--- src/rtl/dc_exec.sv ---
`default_nettype none
// ============================================================================
// Module   : dc_exec
// Brief    : Pops DC sequence instructions and drives per-channel DAC codes.
// Revision : 1.0 - initial release
// ============================================================================
module dc_exec #(
   parameter int INSN_WIDTH = 72,
   parameter int N_CH       = 8,
   parameter int DAC_WIDTH  = 16
) (
   input  logic                             i_clk,
   input  logic                             i_rst,
   input  logic                             i_en,
   input  logic                             i_empty,
   input  logic [INSN_WIDTH-1:0]            i_insn,
   output logic                             o_next,
   output logic [N_CH-1:0][DAC_WIDTH-1:0]   o_dc,
   output logic                             o_trig,
   output logic                             o_busy,
   output logic                             o_err
);

   localparam int       c_CH_W   = (N_CH > 1) ? $clog2(N_CH) : 1;
   localparam bit [3:0] c_OP_NOP = 4'd0;
   localparam bit [3:0] c_OP_SET = 4'd1;
   localparam bit [3:0] c_OP_RMP = 4'd2;
   localparam bit [3:0] c_OP_WAI = 4'd3;
   localparam bit [3:0] c_OP_TRG = 4'd4;

   typedef enum logic [1:0] {S_IDLE = 2'd0, S_HOLD = 2'd1, S_RAMP = 2'd2} state_t;

   state_t                 r_state;
   logic [15:0]            r_cnt;
   logic [15:0]            r_hold;
   logic [DAC_WIDTH-1:0]   r_step;
   logic [DAC_WIDTH-1:0]   r_tgt;
   logic [c_CH_W-1:0]      r_ch;

   logic [3:0]             w_op;
   logic [4:0]             w_ch;
   logic [c_CH_W-1:0]      w_ch_idx;
   logic                   w_ch_ok;
   logic [DAC_WIDTH-1:0]   w_tgt;
   logic [DAC_WIDTH-1:0]   w_step;
   logic [15:0]            w_hold;
   logic [DAC_WIDTH-1:0]   w_cur;
   logic [DAC_WIDTH:0]     w_up;
   logic [DAC_WIDTH:0]     w_dn;
   logic [DAC_WIDTH-1:0]   w_next_val;
   logic                   w_unused;

   assign w_op     = i_insn[71:68];
   assign w_ch     = i_insn[20:16];
   assign w_ch_idx = w_ch[c_CH_W-1:0];
   assign w_ch_ok  = (32'(w_ch) < N_CH);
   assign w_tgt    = i_insn[15:0];
   assign w_step   = i_insn[47:32];
   assign w_hold   = i_insn[63:48];
   assign w_unused = &{i_insn[31:21], i_insn[67:64]};

   assign o_next = (r_state == S_IDLE) && i_en && !i_empty;
   assign o_busy = (r_state != S_IDLE);

   // One extra bit of headroom so a step can never wrap past the target.
   assign w_cur = o_dc[r_ch];
   assign w_up  = {1'b0, w_cur} + {1'b0, r_step};
   assign w_dn  = {1'b0, w_cur} - {1'b0, r_step};

   always_comb begin
      w_next_val = r_tgt;
      if (r_tgt > w_cur) begin
         if (w_up < {1'b0, r_tgt}) w_next_val = w_up[DAC_WIDTH-1:0];
      end else begin
         if (!w_dn[DAC_WIDTH] && (w_dn > {1'b0, r_tgt})) w_next_val = w_dn[DAC_WIDTH-1:0];
      end
   end

   always_ff @(posedge i_clk) begin
      if (i_rst) begin
         r_state <= S_IDLE;
         r_cnt   <= '0;
         r_hold  <= '0;
         r_step  <= '0;
         r_tgt   <= '0;
         r_ch    <= '0;
         o_dc    <= '0;
         o_trig  <= 1'b0;
         o_err   <= 1'b0;
      end else begin
         o_trig <= 1'b0;
         case (r_state)
            S_IDLE: begin
               if (o_next) begin
                  case (w_op)
                     c_OP_NOP: ;
                     c_OP_SET, c_OP_WAI, c_OP_TRG: begin
                        if (w_op == c_OP_SET && !w_ch_ok) begin
                           o_err <= 1'b1;
                        end else begin
                           if (w_op == c_OP_SET) o_dc[w_ch_idx] <= w_tgt;
                           if (w_op == c_OP_TRG) o_trig <= 1'b1;
                           if (w_hold != 16'd0) begin
                              r_state <= S_HOLD;
                              r_cnt   <= w_hold;
                           end
                        end
                     end
                     c_OP_RMP: begin
                        if (!w_ch_ok) begin
                           o_err <= 1'b1;
                        end else if (o_dc[w_ch_idx] != w_tgt) begin
                           r_state <= S_RAMP;
                           r_cnt   <= w_hold;
                           r_hold  <= w_hold;
                           r_step  <= (w_step == '0) ? DAC_WIDTH'(1) : w_step;
                           r_tgt   <= w_tgt;
                           r_ch    <= w_ch_idx;
                        end
                     end
                     default: o_err <= 1'b1;
                  endcase
               end
            end
            S_HOLD: begin
               r_cnt <= r_cnt - 16'd1;
               if (r_cnt <= 16'd1) r_state <= S_IDLE;
            end
            S_RAMP: begin
               // Release only once the final code is already on the output.
               if (w_cur == r_tgt) begin
                  r_state <= S_IDLE;
               end else if (r_cnt == 16'd0) begin
                  o_dc[r_ch] <= w_next_val;
                  r_cnt      <= r_hold;
               end else begin
                  r_cnt <= r_cnt - 16'd1;
               end
            end
            default: r_state <= S_IDLE;
         endcase
      end
   end

endmodule
`default_nettype wire

--- config.mk ---
export PLATFORM = sky130hd
export DESIGN_NAME = dc_exec
export DESIGN_NICKNAME = d
export VERILOG_FILES = /design/src/rtl/dc_exec.sv
export SDC_FILE = /design/constraint.sdc
export NUM_CORES = 1
export LEC_CHECK = 0
export CAP_MARGIN = 20
export CELL_PAD_IN_SITES_DETAIL_PLACEMENT = 1
export CELL_PAD_IN_SITES_GLOBAL_PLACEMENT = 1
export CORE_MARGIN = 2
export CORE_UTILIZATION = 47
export DETAILED_ROUTE_END_ITERATION = 6
export DONT_BUFFER_PORTS = 1
export PLACE_DENSITY_LB_ADDON = 0.1
export SYNTH_ARGS = -nofsm -noshare
export SYNTH_HDL_FRONTEND = slang
export SYNTH_SLANG_ARGS = --single-unit
--- constraint.sdc ---
create_clock -name i_clk -period 14.7 [get_ports i_clk]
set_input_delay 4.41 -clock i_clk [delete_from_list [all_inputs] [get_ports i_clk]]
set_output_delay 4.41 -clock i_clk [all_outputs]
set_load 0.03 [all_outputs]
==> metrics list, run 1 <==
- Outcome: complete, no violations
* Final WS setup: 5.364 ns
- After floorplanning, the core was divided into 64 placement rows.
* Final non-filler cell total: ~2100
- After clock tree synthesis, the flow added hold-fix buffers numbering 0.
- Count of nets left with antenna violations after detail routing: 0
- Normalized max-slew margin: 0.2096
- Portion of the post-synthesis area used by sequential elements: 0.2691
* Main synth FF type: sky130_fd_sc_hd__dfxtp_1
- After detailed placement, the design holds a cell count of 2040.
- The largest total area in the synthesized netlist belongs to sky130_fd_sc_hd__dfxtp_1.
- Entering global routing, the biggest net connects 112 pins.
- The die covers 32930 um^2.
* Unrepaired setup endpoints after global routing: false
- Final-layout fill cell count: 3639
- Wires add up to 60480 um.
* Data arrival at the endpoint of the critical path: 4.93 ns
- Setup skew after layout: 0.01475 ns
* Clock tree from TritonCTS: yes
* Final count of negative-setup-slack endpoints: 0
- The setup path with the least slack is of type in -> out.
* Cell class contributing the biggest share of worst-path delay: buffers and inverters
* CTS clock-pin slew for the worst setup and hold paths: 0.07 ns
- In this run the number of H-tree levels came out at 4.
- In this run the count of I/O pins placed on the die edge is 208.
- Synth top cells by count: sky130_fd_sc_hd__dfxtp_1 (199), sky130_fd_sc_hd__nor2_1 (166), sky130_fd_sc_hd__a21oi_1 (152)
* DRC violations left: 0
- Worst skew pair latency: 0.47 ns
- Portion of the clock cycle consumed by the worst path in the final layout: 0.6351
- Compared with the post-synthesis result, the final layout area differs by 4.142%.
- Wire length of the first global-routing pass: just over 90000 um
* Capturing element type of the critical path: primary output
- Number of synthesized flops with an enable pin: 0
- In the global route stage, overall resource usage came out at 0.3608.
- Utilization of the core after routing: 0.5000
- During placement, the flow inserted port buffers numbering 0.
- For the pin with the worst max-slew slack, the measured transition is 1.186 ns.
- Tightest Hold Check Type: reg -> reg
- The root buffer cell chosen for the clock tree is sky130_fd_sc_hd__clkbuf_16.
- Max_cap viols: 0
- TritonCTS Buffers: 17
- Initial Util: 0.4801
- Period minus WS final: 9.336 ns
* Post-synth ARST share: 0
- Of all nets on the critical path, the largest fanout is 4.
* Via count: 14760
* Cell with the most instances after synthesis: sky130_fd_sc_hd__dfxtp_1
- Die X: 181.5 um
- Vias per std cell: between 7 and 8
- The net count of the finished layout is about 1800.
- The analysis attributes to cell leakage a power of 6.577 nW.
- Top cell type's share of synthesized area: 0.2691
* Total standard cell area after synthesis: 14800 um^2
- Post_cts resized: 0
- Number of buffers inserted to repair setup after CTS: 0
* Average instance area after synthesis: roughly 8.4 um^2
- Crit-path cells: nand3b_1 > inv_1
* Count of distinct cell types in the synthesized netlist: 93
- Timing analysis after detailed placement gives a worst setup slack of around 5.4 ns.
- Buffering stage count on the worst path with inverters included: 1
- Across the VDD grid, the largest voltage drop is 0.08769 mV.
* Fin Setup TNS: 0 ns
- CP required: 10.29 ns
- Detailed-router iteration count before antenna repair: 7
* Cell count after synthesis: between 1500 and 2000
- The first routing iteration left 1603 violations.
- Dividing total power by cell area gives a power density of roughly 80 nW/um^2.
- The number of antenna violations at the first check in global routing was 0.
- Area contributors post-synth: sky130_fd_sc_hd__dfxtp_1 (27%), sky130_fd_sc_hd__ha_1 (7.5%), sky130_fd_sc_hd__mux2i_1 (5.7%)
* Clock tree sinks: 199
- The slowest stage of the critical path belongs to the cell sky130_fd_sc_hd__inv_1.
- Maximum frequency from static timing analysis: 107.1 MHz
- Worst setup SP type: input pin
* Maximum buffer depth of the clock tree: 2
* Leftover overflow at the end of global routing: 0
- Flop and latch count out of synthesis: approximately 200
* Maximum single-stage delay on the critical path: 0.31 ns
- During synthesis, Yosys emitted a total of 0 warnings.
* Die boundary height: between 150 and 200 um
* Post-DP HPWL: between 40000 and 50000 um
* Placeable Area: between 30000 and 40000 um^2
- The number of hold violations in the final report came to 0.
- Via count of the first global-routing pass: roughly 15000
* Placer congestion estimate: 0.9395
* Average wire length per cell after detail routing: 29.16 um
* Pins over their slew limit: 0
* Ratio of cells with drive above 1 in the final layout: 0.08110
* Nets in the synthesized netlist: 1920
==> sequential cells by signal (all words and copies together) (netlist names) <==
register  count
r_cnt        16
r_hold       16
o_err         1
r_state       2
r_ch          3
o_dc        128
r_tgt        16
o_trig        1
r_step       16
==> path summary, 6_finish.rpt <==
kind	end	from	depth (start not counted)	slack [ns]
worst max register to register	o_dc[122]	r_ch[0]	19	6.32
worst min register to register	r_cnt[15]	r_cnt[15]	2	0.48
worst max-delay path	o_next	i_empty	2	5.36
worst min-delay path	r_cnt[15]	r_cnt[15]	2	0.48
==> worst min-delay path, delay by kind of cell (launching register included) <==
kind / cells / cell delay (ns)
AO/OA/AOI/OAI: 1 / 0.05
flip-flops: 1 / 0.33
AND/OR/NAND/NOR: 1 / 0.06
==> logic make-up (layout without fill, tap and decap cells) <==
family | after synthesis | count (layout) | share of synthesized area
flops | 199 | 199 | 0.2691
compound gates | 611 | 611 | 0.2951
xor+xnor | 50 | 50 | 0.02959
fa+ha+maj | 91 | 91 | 0.07794
mux | 127 | 127 | 0.1077
simple gates | 465 | 465 | 0.1552
buf+inv | 210 | 134 | 0.06534
other cells | 0 | 1 | 0
==> metal layers <==
| metal | global-route usage | wire length (um) | up-vias |
|---|---|---|---|
| met4 | 0.1424 | 2216 | 0 |
| met2 | 0.5753 | 27360 | 768 |
| met5 | 0 | 0 | - |
| li1 | - | - | 6468 |
| met3 | 0.1007 | 5705 | 145 |
| met1 | 0.4621 | 25190 | 7375 |
==> placed cells by master (no fill, tap or decap), drive strengths merged, types with 8 or more instances in the layout <==
cell type,Yosys,routed
o221a,9,9
nand4,10,10
nor4,15,15
a22oi,21,21
clkbuf,72,24
nor2b,25,25
a221oi,24,24
a31oi,20,20
ha,89,89
o211ai,8,8
nor2,166,166
o21a,11,11
nand2,76,76
mux4,24,24
a21oi,152,152
dfxtp,199,199
o22ai,39,39
and3,17,17
mux2i,85,85
mux2,18,18
a211oi,19,19
inv,83,82
o2111ai,12,12
nand2b,11,11
o31ai,10,10
nor3,64,64
and2,8,8
xnor2,32,32
o211a,39,39
a211o,8,8
a21o,16,16
nand3,38,38
xor2,18,18
o21ai,119,119
o221ai,43,43
nand4b,8,8
a22o,8,8
buf,53,18
==> through the flow <==
stage | cell area [um^2] | hold WS [ns] | power, mW
final | 15410 | 0.4844 | 1.228
after global placement | 14780 | 0.4700 | 0.7184
after floorplan | 14800 | 0.4537 | 0.6891
after global routing | 15410 | 0.5254 | 1.261
after detailed placement | 14800 | 0.4746 | 0.7237
after CTS | 15400 | 0.4847 | 1.224
==> final cells by class <==
| cell class | count | area (um^2) | area share |
|---|---|---|---|
| repair buffers | 18 | 140.1 | 0.009091 |
| clock buffers | 24 | 481.7 | 0.03125 |
| well taps | 396 | 495.5 | 0.03214 |
| flip-flops and latches | 199 | 3988 | 0.2587 |
| multi-input cells | 1344 | 9868 | 0.6402 |
| clock inverters | 7 | 118.9 | 0.007711 |
| diodes | 1 | 2.502 | 0.0001623 |
| inverters | 85 | 320.3 | 0.02078 |
==> power breakdown <==
group	leakage, nW	internal [mW]	switching, mW	total [mW]
clock network	0.287	0.281	0.230	0.511
logic	4.69	0.0557	0.117	0.173
registers	1.60	0.541	0.00346	0.544
total	6.58	0.878	0.350	1.23
Power figures use the tool's default switching activity.
==> inputs of run 2 (changes only) <==
- clock period: 14.7 -> 9.8 ns (I/O delays scaled with it)
==> metrics list, run 2 (synthesis gave the netlist of run 1 again) <==
- Vias per std cell: 7.090 (-0.35%)
- Ranked by flip-flop count, first place goes to o_dc.
* Via count of the first global-routing pass: 14550 (-2.1%)
* Capturing element type of the critical path: flip-flop
- Worst skew pair latency: 0.47 ns (about the same)
* Wire length of the first global-routing pass: 91000 um (-0.29%)
* Portion of the clock cycle consumed by the worst path in the final layout: 0.8304
* Clock tree sinks: 199 (unchanged)
- Detailed-router iteration count before antenna repair: 5 (-2)
- The clock transition at the register clock pins on the worst setup and hold paths after CTS is 0.07 ns (about the same).
* Drt first-iter violations: 1609 (+0.37%)
- Walking the worst path, the cells encountered are buf_4 > mux4_2 > mux2i_1 > buf_4 > inv_1 > ha_1 > nor2b_1 > o31a_1 > o21ai_0 > a21oi_1 > a2111oi_0 > nor4_1 > or3_1 > ha_1 > and4_1 > a31oi_1 > o211a_1 > nand3_1 > o221ai_1 > o22ai_1.
- The post-placement setup slack came to 1.872 ns (-3.486 ns).
- The final routed wirelength across all metal layers is 60390 um (-0.14%).
- Slew at the pin with the worst max-slew slack: 1.234 ns (+0.04826 ns)
- Max FFs per register: 128 (unchanged)
* Final count of negative-setup-slack endpoints: 0 (unchanged)
- The kind of cell with the highest combined delay along the critical path is compound AO/OA/AOI/OAI gates.
- The total grt overflow was 0 (unchanged).
- The flow ran to the end, and the final reports show no timing, DRC or antenna violations.
- Final WS setup: 1.662 ns (-3.701 ns)
- Maximum buffer depth of the clock tree: 2 (unchanged)
* Final Hold Viols: 0 (unchanged)
- The share of cells above drive strength 1 is 0.08457 (+0.003477).
- The hold buffer count at cts was 0 (unchanged).
- The net total in the final layout came to 1836 (+0.22%).
* Signed area change from the synthesized netlist to the final layout: 4.201% (about the same)
- The number of antenna violations at the first check in global routing was 1 (+1).
- The die span in y was 181.5 um (unchanged).
* Placement Rows: 64 (unchanged)
- Placeable Area: 30830 um^2 (unchanged)
- The final total negative setup slack came to 0 ns (unchanged).
- Period minus WS final: 8.138 ns
- The stage delay of the slowest cell on the critical path is 1.06 ns (+0.75 ns).
* Unrepaired setup endpoints after global routing: false
* Input/output buffers: 0 (unchanged)
- STA classifies the critical path startpoint as a flip-flop.
- Largest net degree at the start of global routing: 112 (unchanged)
* TritonCTS Buffers: 17 (unchanged)
- Buffering stage count on the worst path with inverters included: 3 (+2)
- Initial Util: 0.4801 (unchanged)
- Placer congestion estimate: 0.9488 (+0.99%)
- The largest clock skew in the final design is 0.01655 ns (+0.001806 ns).
- The global router's overall resource usage was 0.3602 (-0.0006682).
* Count of H-tree levels built during CTS: 4 (unchanged)
* Die Area: 32930 um^2 (unchanged)
- The data arrival time of the critical path is 8.43 ns (+3.50 ns).
- The max-slew headroom at the worst pin came to 0.1775 (-0.03217).
* Maximum VDD drop: 0.1877 mV (+110%)
- Tightest Hold Check Type: reg -> reg
- Post_cts resized: 0 (unchanged)
- Post-DP HPWL: 42850 um (+0.31%)
* Num ports: 208 (unchanged)
- Timing would allow up to approximately 120 MHz.
- The worst setup path is of the reg -> reg kind.
- The routed wirelength normalized by instance count is 29.09 um (-0.24%).
- CP required: 10.10 ns (-0.19 ns)
- Count of nets left with antenna violations after detail routing: 0 (unchanged)
* Die X: 181.5 um (unchanged)
* DRC violations left: 0 (unchanged)
* Static leakage: 6.585 nW (+0.12%)
* Number of buffers inserted to repair setup after CTS: 0 (unchanged)
- The number of slew-limit violations in the final report was 0 (unchanged).
- Pwr Density: 117.1 nW/um^2 (+47%)
- Critical path peak fanout: 34 (+30)
* Commonest cells after routing, fill and taps aside: sky130_fd_sc_hd__dfxtp_1 (196), sky130_fd_sc_hd__nor2_1 (166), sky130_fd_sc_hd__a21oi_1 (152)
* Worst-path cell with the longest stage delay: sky130_fd_sc_hd__o221ai_1
* Max_cap viols: 0 (unchanged)
* Number of placed instances with taps included: 2041 (+0.049%)
* Buffer cell driving the clock tree root: sky130_fd_sc_hd__clkbuf_16
* Via count: 14720 (-0.26%)
- TritonCTS built the clock tree.
- Most common library cell in the layout ignoring fill and taps: sky130_fd_sc_hd__dfxtp_1
- The final standard cell count with taps included and fillers excluded is 2076 (+0.096%).
run 2: cell count changes in the layout (fill, tap and decap cells not counted), sizes merged:
cell / previous run / this run
clkinv: 5 / 7
clkinvlp: 2 / 3
inv: 82 / 84
bufinv: 3 / 2
buf: 18 / 22
clkbuf: 24 / 18
run 2: report_power, final:
part           internal, mW  switching (mW)  total [mW]
clock                 0.380           0.349       0.729
combinational        0.0832           0.178       0.261
sequential            0.811         0.00533       0.817
total                  1.27           0.532        1.81
run 2: metrics by stage:
stage	instance area [um^2]	power, mW	hold slack, ns	util
after detailed placement	14800	1.086	0.4762	0.4800
final	15420	1.807	0.4968	0.5003
after floorplan	14800	1.034	0.4537	-
after global routing	15420	1.858	0.5234	0.5003
after CTS	15370	1.805	0.4940	0.4984
after global placement	14800	1.081	0.4687	0.4800
run 2: worst reg2reg max path: stages (launching register included):
cell and delay (ns):
sky130_fd_sc_hd__dfxtp_2 0.93, sky130_fd_sc_hd__buf_4 0.45, sky130_fd_sc_hd__mux4_2 0.58, sky130_fd_sc_hd__mux2i_1 0.22, sky130_fd_sc_hd__buf_4 0.23, sky130_fd_sc_hd__inv_1 0.08, sky130_fd_sc_hd__ha_1 0.29, sky130_fd_sc_hd__nor2b_1 0.15
sky130_fd_sc_hd__o31a_1 0.26, sky130_fd_sc_hd__o21ai_0 0.40, sky130_fd_sc_hd__a21oi_1 0.22, sky130_fd_sc_hd__a2111oi_0 0.85, sky130_fd_sc_hd__nor4_1 0.18, sky130_fd_sc_hd__or3_1 0.42, sky130_fd_sc_hd__ha_1 0.30, sky130_fd_sc_hd__and4_1 0.20
sky130_fd_sc_hd__a31oi_1 0.15, sky130_fd_sc_hd__o211a_1 0.41, sky130_fd_sc_hd__nand3_1 0.36, sky130_fd_sc_hd__o221ai_1 1.06, sky130_fd_sc_hd__o22ai_1 0.23
run 2: final cells by class:
type / instances / area, um^2
flip-flops and latches: 199 / 3988
diodes: 1 / 2.502
clock inverters: 11 / 127.6
well taps: 396 / 495.5
fillers: 3661 / 15410
clock buffers: 18 / 439.2
repair buffers: 22 / 182.7
inverters: 85 / 320.3
multi-input cells: 1344 / 9868
run 2: layer usage:
| metal | wire length, um | global-route usage | share of wire | up-vias |
|---|---|---|---|---|
| met3 | 6149 | 0.1037 | 0.10 | 147 |
| met1 | 25090 | 0.4670 | 0.42 | 7352 |
| met5 | 0 | 0 | 0 | - |
| met4 | 2433 | 0.1525 | 0.040 | 0 |
| met2 | 26720 | 0.5600 | 0.44 | 763 |
| li1 | - | - | - | 6456 |
run 2: final timing paths:
path	start	endpoint	slack, ns	depth (start not counted)
worst min register to register	r_cnt[15]	r_cnt[15]	0.50	2
worst min-delay path	r_cnt[15]	r_cnt[15]	0.50	2
worst max-delay path	r_ch[0]	o_dc[25]	1.66	20
worst max register to register	r_ch[0]	o_dc[25]	1.66	20
